<file path="src/rtl/key_debounce.sv">
// Debounces a raw, asynchronous, bouncing level into a clean synchronous level.
// Also keeps a saturating count of transitions that bounced back before qualifying.
module key_debounce #(
  parameter int STABLE   = 1_000_000,
  parameter int CNT_W    = 20,
  parameter int GLITCH_W = 8
) (
  input  logic                clk,
  input  logic                rstn,
  input  logic                dat_i,
  input  logic                glitch_clr,
  output logic                dat_o,
  output logic                busy,
  output logic [GLITCH_W-1:0] glitch_cnt
);

  typedef enum logic [1:0] {
    LOW   = 2'd0,
    CHK_H = 2'd1,
    HIGH  = 2'd2,
    CHK_L = 2'd3
  } state_t;

  localparam logic [CNT_W-1:0]    CNT_LAST   = CNT_W'(STABLE - 1);
  localparam logic [GLITCH_W-1:0] GLITCH_MAX = '1;

  function automatic logic [GLITCH_W-1:0] sat_inc(input logic [GLITCH_W-1:0] v);
    return (v == GLITCH_MAX) ? v : v + GLITCH_W'(1);
  endfunction

  logic                sync_p0;
  logic                sync_p1;
  state_t              state;
  state_t              state_nxt;
  logic [CNT_W-1:0]    cnt;
  logic [CNT_W-1:0]    cnt_nxt;
  logic                abort;
  logic [GLITCH_W-1:0] glitch_nxt;

  // Stage p0/p1: two-flop synchroniser; only sync_p1 is seen by the FSM.
  always_ff @(posedge clk) begin
    if (!rstn) begin
      sync_p0 <= 1'b0;
      sync_p1 <= 1'b0;
    end else begin
      sync_p0 <= dat_i;
      sync_p1 <= sync_p0;
    end
  end

  // Qualification FSM: any disagreement with the settled level during a check aborts it.
  always_comb begin
    state_nxt = state;
    cnt_nxt   = cnt;
    abort     = 1'b0;
    case (state)
      LOW: begin
        if (sync_p1) begin
          state_nxt = CHK_H;
          cnt_nxt   = '0;
        end
      end
      CHK_H: begin
        if (!sync_p1) begin
          state_nxt = LOW;
          cnt_nxt   = '0;
          abort     = 1'b1;
        end else if (cnt == CNT_LAST) begin
          state_nxt = HIGH;
          cnt_nxt   = '0;
        end else begin
          cnt_nxt = cnt + CNT_W'(1);
        end
      end
      HIGH: begin
        if (!sync_p1) begin
          state_nxt = CHK_L;
          cnt_nxt   = '0;
        end
      end
      CHK_L: begin
        if (sync_p1) begin
          state_nxt = HIGH;
          cnt_nxt   = '0;
          abort     = 1'b1;
        end else if (cnt == CNT_LAST) begin
          state_nxt = LOW;
          cnt_nxt   = '0;
        end else begin
          cnt_nxt = cnt + CNT_W'(1);
        end
      end
      default: begin
        state_nxt = LOW;
        cnt_nxt   = '0;
      end
    endcase
  end

  // Clear takes priority over a coincident abort.
  always_comb begin
    glitch_nxt = glitch_cnt;
    if (glitch_clr) begin
      glitch_nxt = '0;
    end else if (abort) begin
      glitch_nxt = sat_inc(glitch_cnt);
    end
  end

  // Stage p2: state, counter and registered outputs.
  always_ff @(posedge clk) begin
    if (!rstn) begin
      state      <= LOW;
      cnt        <= '0;
      dat_o      <= 1'b0;
      busy       <= 1'b0;
      glitch_cnt <= '0;
    end else begin
      state      <= state_nxt;
      cnt        <= cnt_nxt;
      dat_o      <= (state_nxt == HIGH) || (state_nxt == CHK_L);
      busy       <= (state_nxt == CHK_H) || (state_nxt == CHK_L);
      glitch_cnt <= glitch_nxt;
    end
  end

endmodule

</file>
<file path="config.mk">
export PLATFORM = sky130hd
export DESIGN_NAME = key_debounce
export DESIGN_NICKNAME = d
export VERILOG_FILES = /design/src/rtl/key_debounce.sv
export SDC_FILE = /design/constraint.sdc
export NUM_CORES = 1
export LEC_CHECK = 0
export ABC_AREA = 1
export CORE_ASPECT_RATIO = 0.75
export CORE_MARGIN = 2
export CORE_UTILIZATION = 60
export DETAILED_ROUTE_END_ITERATION = 8
export HOLD_SLACK_MARGIN = 0.1
export PLACE_DENSITY_LB_ADDON = 0.05
export SLEW_MARGIN = 20
export SYNTH_ARGS = -nofsm -noshare
export SYNTH_HDL_FRONTEND = slang
export SYNTH_SLANG_ARGS = --single-unit
</file>
<file path="constraint.sdc">
create_clock -name clk -period 2.9 [get_ports clk]
set_input_delay 0.58 -clock clk [delete_from_list [all_inputs] [get_ports clk]]
set_output_delay 0.58 -clock clk [all_outputs]
set_load 0.01 [all_outputs]
</file>
==> results.json <==
{
  "hold_viol_final": 0,
  "synthMostInstantiatedCell": "nand2_1",
  "cp.required_ns": 3.11,
  "finClkSkew_ns": 0.00709,
  "clock_path_buffers": 2,
  "dieArea_um2": 3600,
  "synth_seq_cells": 33,
  "grtUsageTotal_pct": 24.7,
  "firstDrtPassIters": 5,
  "crit_chain": "clkdlybuf4s50_1 -> inv_1 -> nor2_1 -> o21ai_0 -> a21oi_1",
  "crit_cells": 5,
  "area_delta_synth_final_pct": 12.0,
  "final_net_count": 298,
  "synth_common_cells": "nand2_1, nor2_1, dfxtp_1",
  "relSlewSlack_pct": 68.7,
  "hold_buffers": 0,
  "routabilityCongestion": 0.881,
  "setup_ws_ns": 0.980,
  "p_leak_nw": 0.735,
  "min_to": "sync_p1",
  "period_needed_ns": 1.92,
  "critPathBufInv": 2,
  "yosys_warnings": 0,
  "clock-sinks": 33,
  "dp_slack_ns": 0.729,
  "cts_root_buf": "clkbuf_8",
  "synth_top_area_share_pct": 35.2,
  "antenna_found_initial": 0,
  "diodes": 0,
  "whs_path_depth": 2,
  "end_kind": "register",
  "worstMarginPinSlew_ns": 0.468,
  "slowest_stage": "clkdlybuf4s50_1",
  "synth_nets": 281,
  "via_count": 1736,
  "grt.met2_usage_pct": 31.6,
  "path_delay_family": "buffers and inverters",
  "status": "finished, final reports clean",
  "worstSetupStartpointType": "input port",
  "synthTopCellsByArea": "dfxtp_1, nand2_1, nor2_1",
  "die-height_um": 52.4,
  "grt_pass1_vias": 1390,
  "timing.rr.end": "cnt[12]",
  "ys_seq_area_share_pct": 35.2,
  "cts_tree": "yes",
  "reg2reg_slack_ns": 1.22,
  "avgSynthCellArea_um2": 6.82,
  "cp_slowest_stage_delay_ns": 0.76,
  "io_buffer_count": 13,
  "drt-vias-per-instance": 5.28,
  "grt_use_met1_pct": 38.7,
  "post_cts_buffers": 0,
  "cts_buffers": 5,
  "netlist_instances": 275,
  "async_reset_ff_share_pct": 0,
  "hp-start": "sync_p0",
  "grt_remaining_overflow": 0,
  "drtIter0Drc": 155,
  "synth_edf_count": 0,
  "layout-drive-gt1-share_pct": 13.7,
  "rows": 17,
  "synth_cell_types": 30,
  "drt-wirelength-per-cell_um": 12.0,
  "hold_class": "register to register",
  "clk_latency_ns": 0.28,
  "io_pins": 14,
  "vdd_drop_max_v": 0.000368,
  "fillers": 246,
  "hold_ws_ns": 0.438,
  "start_util_pct": 63.5,
  "path_clk_slew_ns": 0.06,
  "rsz0062_at_grt": "false",
  "cts-resized-gates": 0,
  "cellPowerDensity_nw_per_um2": 381,
  "worstRegToRegCells": 10,
  "grt_max_degree": 20,
  "crit_fanout": 13,
  "place_hpwl_um": 2890,
  "grt_pass1_wl_um": 6490,
  "finalCritPeriodShare_pct": 66.2,
  "die_width_um": 68.6,
  "coreArea_um2": 2960,
  "arrival_ns": 2.13,
  "clock.fmax_mhz": 521,
  "cap_violations": 0,
  "drv_slew": 0,
  "fin_tns_setup_ns": 0,
  "final_antenna_net_count": 0,
  "netlist.top_cell.by_area": "dfxtp_1",
  "grt_util_met3_pct": 6.45,
  "wl_um": 3940,
  "rr_startpoint": "cnt[1]",
  "htree_levels": 2,
  "syn_area_um2": 1880,
  "synth_ff_type": "dfxtp_1",
  "crit_type": "input port to register",
  "top_usage_layer": "met1",
  "setup_viol_count_final": 0,
  "total_power_mw": 0.801,
  "drc_errors": 0
}
-- power breakdown --
group	switching (mW)	internal, mW
clock	0.154	0.157
combinational	0.0218	0.0105
sequential	0.00171	0.455
-- registers in the layout, summed over array words and instances (netlist names) --
signal	cells
busy	1
cnt	20
dat_o	1
sync_p1	1
sync_p0	1
glitch_cnt	8
state	1
-- kinds of logic (layout without fill, tap and decap cells) --
logic type,after synthesis,after routing,share of synthesized area [%]
buffers and inverters,36,52,8.47
adder cells (fa/ha/maj),2,2,1.33
AO/OA/AOI/OAI,37,37,12.2
AND/OR/NAND/NOR,156,156,37.3
flip-flops,33,33,35.2
XOR/XNOR,11,11,5.53
-- stage by stage --
stage | cell area [um2] | utilization [%] | cells
3_3_place_gp | 2030 | 68.6 | 323
2_1_floorplan | 1880 | - | 275
6_report | 2100 | 71.1 | 329
4_1_cts | 2100 | 71.1 | 329
5_1_grt | 2100 | 71.1 | 329
3_5_place_dp | 2030 | 68.6 | 323
-- layout by cell type, fill, tap and decap left out, drive strengths merged --
| master | synthesis | layout |
|---|---|---|
| o21bai | 1 | 1 |
| nor3 | 4 | 4 |
| nand4 | 6 | 6 |
| nor2 | 43 | 43 |
| a21oi | 21 | 21 |
| nand3 | 11 | 11 |
| and2 | 2 | 2 |
| clkbuf | 2 | 5 |
| xor2 | 6 | 6 |
| and3 | 1 | 1 |
| clkdlybuf4s50 | 0 | 13 |
| ha | 2 | 2 |
| xnor2 | 5 | 5 |
| buf | 2 | 1 |
| clkinv | 0 | 1 |
| o21ai | 15 | 15 |
| nand2 | 85 | 85 |
| nand3b | 2 | 2 |
| inv | 32 | 32 |
| or2 | 2 | 2 |
| dfxtp | 33 | 33 |
-- worst max-delay path by stage --
| stage | start | endpoint | slack [ns] |
|---|---|---|---|
| after floorplan | cnt[1] | cnt[5] | 1.47 |
| after global placement | rstn | glitch_cnt[0] | 0.76 |
| after detailed placement | rstn | glitch_cnt[0] | 0.73 |
| after CTS | rstn | glitch_cnt[0] | 0.98 |
| after global routing | rstn | glitch_cnt[0] | 0.80 |
| final | rstn | glitch_cnt[0] | 0.98 |
-- cell type report --
type,count,area [um2],share of cell area (%)
Tap cell,38,47.5,2.26
Multi-Input combinational cell,206,1060,50.3
Sequential cell,33,661,31.4
Clock buffer,5,68.8,3.27
Timing Repair Buffer,14,138,6.55
Clock inverter,1,5.00,0.238
Inverter,32,125,5.95
-- layer usage --
metal	up-vias	share of wire (%)
met1	776	53
met4	0	1.3
met2	56	39
met5	-	0
li1	897	-
met3	7	7.3
-- worst register-to-register path, delay by kind of cell (launching register included) --
family	cells	cell delay [ns]
adder cells (fa/ha/maj)	1	0.24
flip-flops	1	0.36
AND/OR/NAND/NOR	9	0.96
Note: power is estimated with default switching activity, not from simulation.
==> patch 1: new RTL, config.mk and constraints unchanged <==
The 4 states of `state_t` get a one-hot encoding in 4 bits.
--- a/src/rtl/key_debounce.sv
+++ b/src/rtl/key_debounce.sv
@@ -14,11 +14,11 @@
   output logic [GLITCH_W-1:0] glitch_cnt
 );
 
-  typedef enum logic [1:0] {
-    LOW   = 2'd0,
-    CHK_H = 2'd1,
-    HIGH  = 2'd2,
-    CHK_L = 2'd3
+  typedef enum logic [3:0] {
+    LOW   = 4'b0001,
+    CHK_H = 4'b0010,
+    HIGH  = 4'b0100,
+    CHK_L = 4'b1000
   } state_t;
 
   localparam logic [CNT_W-1:0]    CNT_LAST   = CNT_W'(STABLE - 1);
Check against the original RTL: no difference found for any inputs over 10 cycles, from zero or initial values and one cycle with rstn low; not proved beyond that.
==> patch 1 against the unedited design <==
- count of clock-buffer cells in the layout stayed put
- routed wire length is 24% higher
- final area is 15% higher
- clock skew is 4.2 ps lower
- area after synthesis is 15% higher
- via count is 18% higher
- sequential cell count is 3 higher
- worst setup slack better by 21 ps
- global-route usage is 1.0 points higher
- critical path type is now flop to flop
- critical endpoint is now cnt[12]
- largest cell class unchanged
Power is not compared: it rests on default switching activity, and its combinational part moved more than twofold at a synthesized area within 25%.
==> patch 1: results (changes against the unedited design) <==
- Status: finished clean
- Ant. Diodes: 0 (unchanged)
- Crit path max fanout: 11 (-2)
- Slew @ Worst Pin: 455.0 ps (-12.62 ps)
- DR vias: 2054 (+18%)
- Clock H-tree levels: 2 (unchanged)
- Post-synth top cells: nand2_1, nor2_1, inv_1
- Number of flops mapped to enable cells by yosys: 0 (unchanged)
- # nets final: 351 (+18%)
- Startpoint class of the critical path: flop
- Aggregate global-route resource usage: 0.2570 (+0.01005)
- Vias/cell: 5.321 (+0.85%)
- Buffers on Ports: 13 (unchanged)
- Clock transition at path regs: 70 ps
- Syn nets: 335 (+19%)
- Hold wc startpoint: sync_p0
- Worst clock skew: 2.925 ps (-4.161 ps)
- Storage cell area: 720.7 um2 (+9.1%)
- Root buf cell: clkbuf_8
- GPL Wtd Cong: 0.9319 (+5.7%)
- Number of buffers created by CTS: 5 (unchanged)
- CTS Buffer Depth: 2 (unchanged)
- Yosys cell types: 29 (-3.3%)
- Layout cell share with drive strength beyond 1: 0.1098 (-0.02763)
- Worst hold-check path type: flop to flop
- Post-synthesis instance total: 329 (+20%)
- Detailed Routing Iterations Pass 1: 5 (unchanged)
- Clock Latency Late Sink: 300 ps (+20 ps)
- Flop-to-flop setup slack: 1000 ps (-220 ps)
- Ys Warns: 0 (unchanged)
- Largest registers: cnt (20), glitch_cnt (8), state (4)
- Post-CTS Setup Repair Bufs: 0 (unchanged)
- Vias in the first global route: 1825 (+31%)
- Initial antenna violation count: 0 (unchanged)
- Dpl cells: 378 (+17%)
- Async SR Flop Fraction: 0 (unchanged)
- First-pass GRT wire length: 8190 um (+26%)
- Main synth FF type: dfxtp_1
- Sequential area share after synthesis: 0.3326 (-0.01944)
- Post-cts resize count: 0 (unchanged)
- Top cells by area, synth: dfxtp_1, nand2_1, nor2_1
- Dpl hpwl: 3596 um (+24%)
- Largest net degree at the start of global routing: 18 (-10%)
- Final hold slack: 421.1 ps (-17.11 ps)
- R2R Path Start: sync_p1
- Fillers: 296 (+20%)
- Drt total wl: 4866 um (+24%)
- Violation count after the first detailed-route iteration: 267 (+72%)
- Critical path data arrival time: 2090 ps (-40 ps)
- Maximum vdd drop: 352.5 uV
- Leakage: 0.9854 nW
patch 1: path summary, 6_finish.rpt:
kind	endpoint	cells after the start
worst min-delay path	sync_p1	2
worst max register to register	cnt[12]	7
worst min register to register	sync_p1	2
worst max-delay path	cnt[12]	7
patch 1: final cells by class:
cell class              instances  share of cell area
multi-input cells             240              0.5028
clock buffers                   5             0.02839
flip-flops and latches         36              0.2974
well taps                      40             0.02065
inverters                      48             0.07641
clock inverters                 3             0.01755
repair buffers                 14             0.05679
patch 1: worst max-delay path, cell delays in order (launching register included):
cell	delay [ps]
dfxtp_1	590
inv_2	190
nand3_1	150
nand2_1	290
nor2_1	300
nand3_1	140
nand2_1	90
nor2_2	40
patch 1: kinds of logic (layout without fill, tap and decap cells):
group,count (synthesis),after routing,synth area share
buffers and inverters,53,70,0.1051
xor gates and xnor gates,8,8,0.03233
DFF,36,36,0.3326
muxes,1,1,0.004619
AOI/OAI and AO/OA,19,19,0.05600
adders and majority gates,2,2,0.01155
and+or+nand+nor,210,210,0.4578
patch 1: per-layer routing:
layer	vias up	wire, um	GRT usage
met5	-	0	0
met1	895	2486	0.4004
met3	8	412	0.05072
li1	1068	-	-
met2	83	1906	0.3462
met4	0	61	0.08571
patch 1: report_power, final:
group	switching, W	internal (W)
clock network	0.000192	0.000254
logic	0.0000523	0.0000226
registers	0.00000558	0.000499
total	0.000250	0.000776
patch 1: through the flow:
stage	instance area (um2)	total power [W]	setup WS, ps
detailed placement	2312	0.0005900	887.2
global route	2424	0.001065	827.4
CTS	2424	0.001033	1007
finish	2424	0.001026	1001
floorplan	2167	0.0005781	1461
global placement	2312	0.0005892	935.1
==> patch 2: new RTL, config.mk and constraints unchanged <==
Made on the original files. The parameter `GLITCH_W` goes from 8 to 9.
--- a/src/rtl/key_debounce.sv
+++ b/src/rtl/key_debounce.sv
@@ -3,7 +3,7 @@
 module key_debounce #(
   parameter int STABLE   = 1_000_000,
   parameter int CNT_W    = 20,
-  parameter int GLITCH_W = 8
+  parameter int GLITCH_W = 9
 ) (
   input  logic                clk,
   input  logic                rstn,
Interface: changed (resized glitch_cnt); port bits go from 14 to 15. The function was not compared with the original's and may differ.
==> patch 2 against the unedited design <==
- die area down 2.7%
- final area down 1.5%
- first-iteration DRC count down 55%
- area after synthesis down 2.9%
- critical path depth unchanged
- combinational power up 9.3%
- utilization about the same
- non-clock buffer count unchanged
- sequential cell count up 1
- via count down 4.1%
- final cell count up 0.61%
- power up 7.4%
- routed wire length down 4.7%
- worst setup slack worse by 95 ps
- critical path type unchanged
- critical endpoint is now glitch_cnt[4]
==> patch 2: results (changes against the unedited design) <==
- Post-synthesis register bit count: 34 (+3.0%)
- Detailed Routing Iterations Pass 1: 4 (-1)
- Sequential share of cell area: 0.3287 (+0.01442)
- Worst clock skew: 4.220 ps (-2.866 ps)
- WL met3: 187 um (-35%)
- Met2 wire length: 1513 um (-0.79%)
- Placed Area: 1979 um2 (-2.4%)
- Multi-input combinational cell area: 968.4 um2 (-8.4%)
- Switching part of the total: 0.2185 (-0.003041)
- First-pass GRT wire length: 6120 um (-5.6%)
- Maximum vdd drop: 429.3 uV (+17%)
- DR vias: 1664 (-4.1%)
- Pre-CTS setup slack: 582.7 ps (-146.5 ps)
- Dpl hpwl: 2890 um (about the same)
- Aggregate global-route resource usage: 0.2369 (-0.01000)
- Post-synth top cells: nand2_1, nor2_1, inv_1
- CLK BUF: 7 (+2)
- Status: finished clean
- Clock buf/inv share: 0.04411 (+0.008990)
- Met1 Wirelength: 2009 um (-3.1%)
- R2R depth: 11 (+1)
- Violation count after the first detailed-route iteration: 70 (-55%)
- Flop-to-flop setup slack: 1100 ps (-120 ps)
- Storage cell area: 680.7 um2 (+3.0%)
- Crit path capture: glitch_cnt[4]
- Largest net degree at the start of global routing: 12 (-40%)
- Drt total wl: 3752 um (-4.7%)
- Tcrit/Tclk final: 0.6947 (+0.03259)
- M3 GR Usage: 0.05844 (-0.006075)
- Reg-to-Reg End: glitch_cnt[7]
- Top cells by area, synth: dfxtp_1, nand2_1, nor2_1
- Sequential area share after synthesis: 0.3736 (+0.02163)
- Post-synthesis instance total: 274 (-0.36%)
- Seq pwr: 0.000471 W (+3%)
- Vias/cell: 5.027 (-4.7%)
- Fillers: 271 (+10%)
- Total power: 0.0008598 W (+7.4%)
- Yosys cell types: 26 (-13%)
- # nets final: 299 (+0.34%)
- Critical path data arrival time: 2230 ps (+100 ps)
- Crit path max fanout: 11 (-2)
- NonClk Buf Share: 0.06767 (+0.002197)
- Inverter count: 38 (+19%)
- #MultiIn Comb: 199 (-3.4%)
- Layout cell share with drive strength beyond 1: 0.08532 (-0.05213)
- Vias in the first global route: 1418 (+2.0%)
- Buffers on Ports: 14 (+1)
- GR Layer Usage met2: 0.3382 (+0.02253)
-- patch 2: changes by cell type in the layout (fill, tap and decap cells not counted), sizes merged, moves of 3 or more --
cell	delta
nand2	-8
xnor2	-4
nor2	+12
nand4	+3
inv	+6
a21oi	-9
nand3	+3
-- patch 2: kinds of logic (layout without fill, tap and decap cells) --
| family | after synthesis | in the layout | share of synthesized area |
|---|---|---|---|
| AO/OA/AOI/OAI | 29 | 29 | 0.08310 |
| XOR/XNOR | 5 | 5 | 0.02404 |
| adder cells (fa/ha/maj) | 3 | 3 | 0.02061 |
| buffers and inverters | 41 | 60 | 0.09478 |
| flip-flops | 34 | 34 | 0.3736 |
| AND/OR/NAND/NOR | 162 | 162 | 0.4038 |
-- patch 2: worst min path at each step --
stage	endpoint	slack [ps]	cells after the start
6_report	sync_p1	420	2
5_1_grt	sync_p1	440	2
4_1_cts	sync_p1	430	2
3_5_place_dp	sync_p1	410	2
3_3_place_gp	sync_p1	400	2
2_1_floorplan	sync_p1	390	2
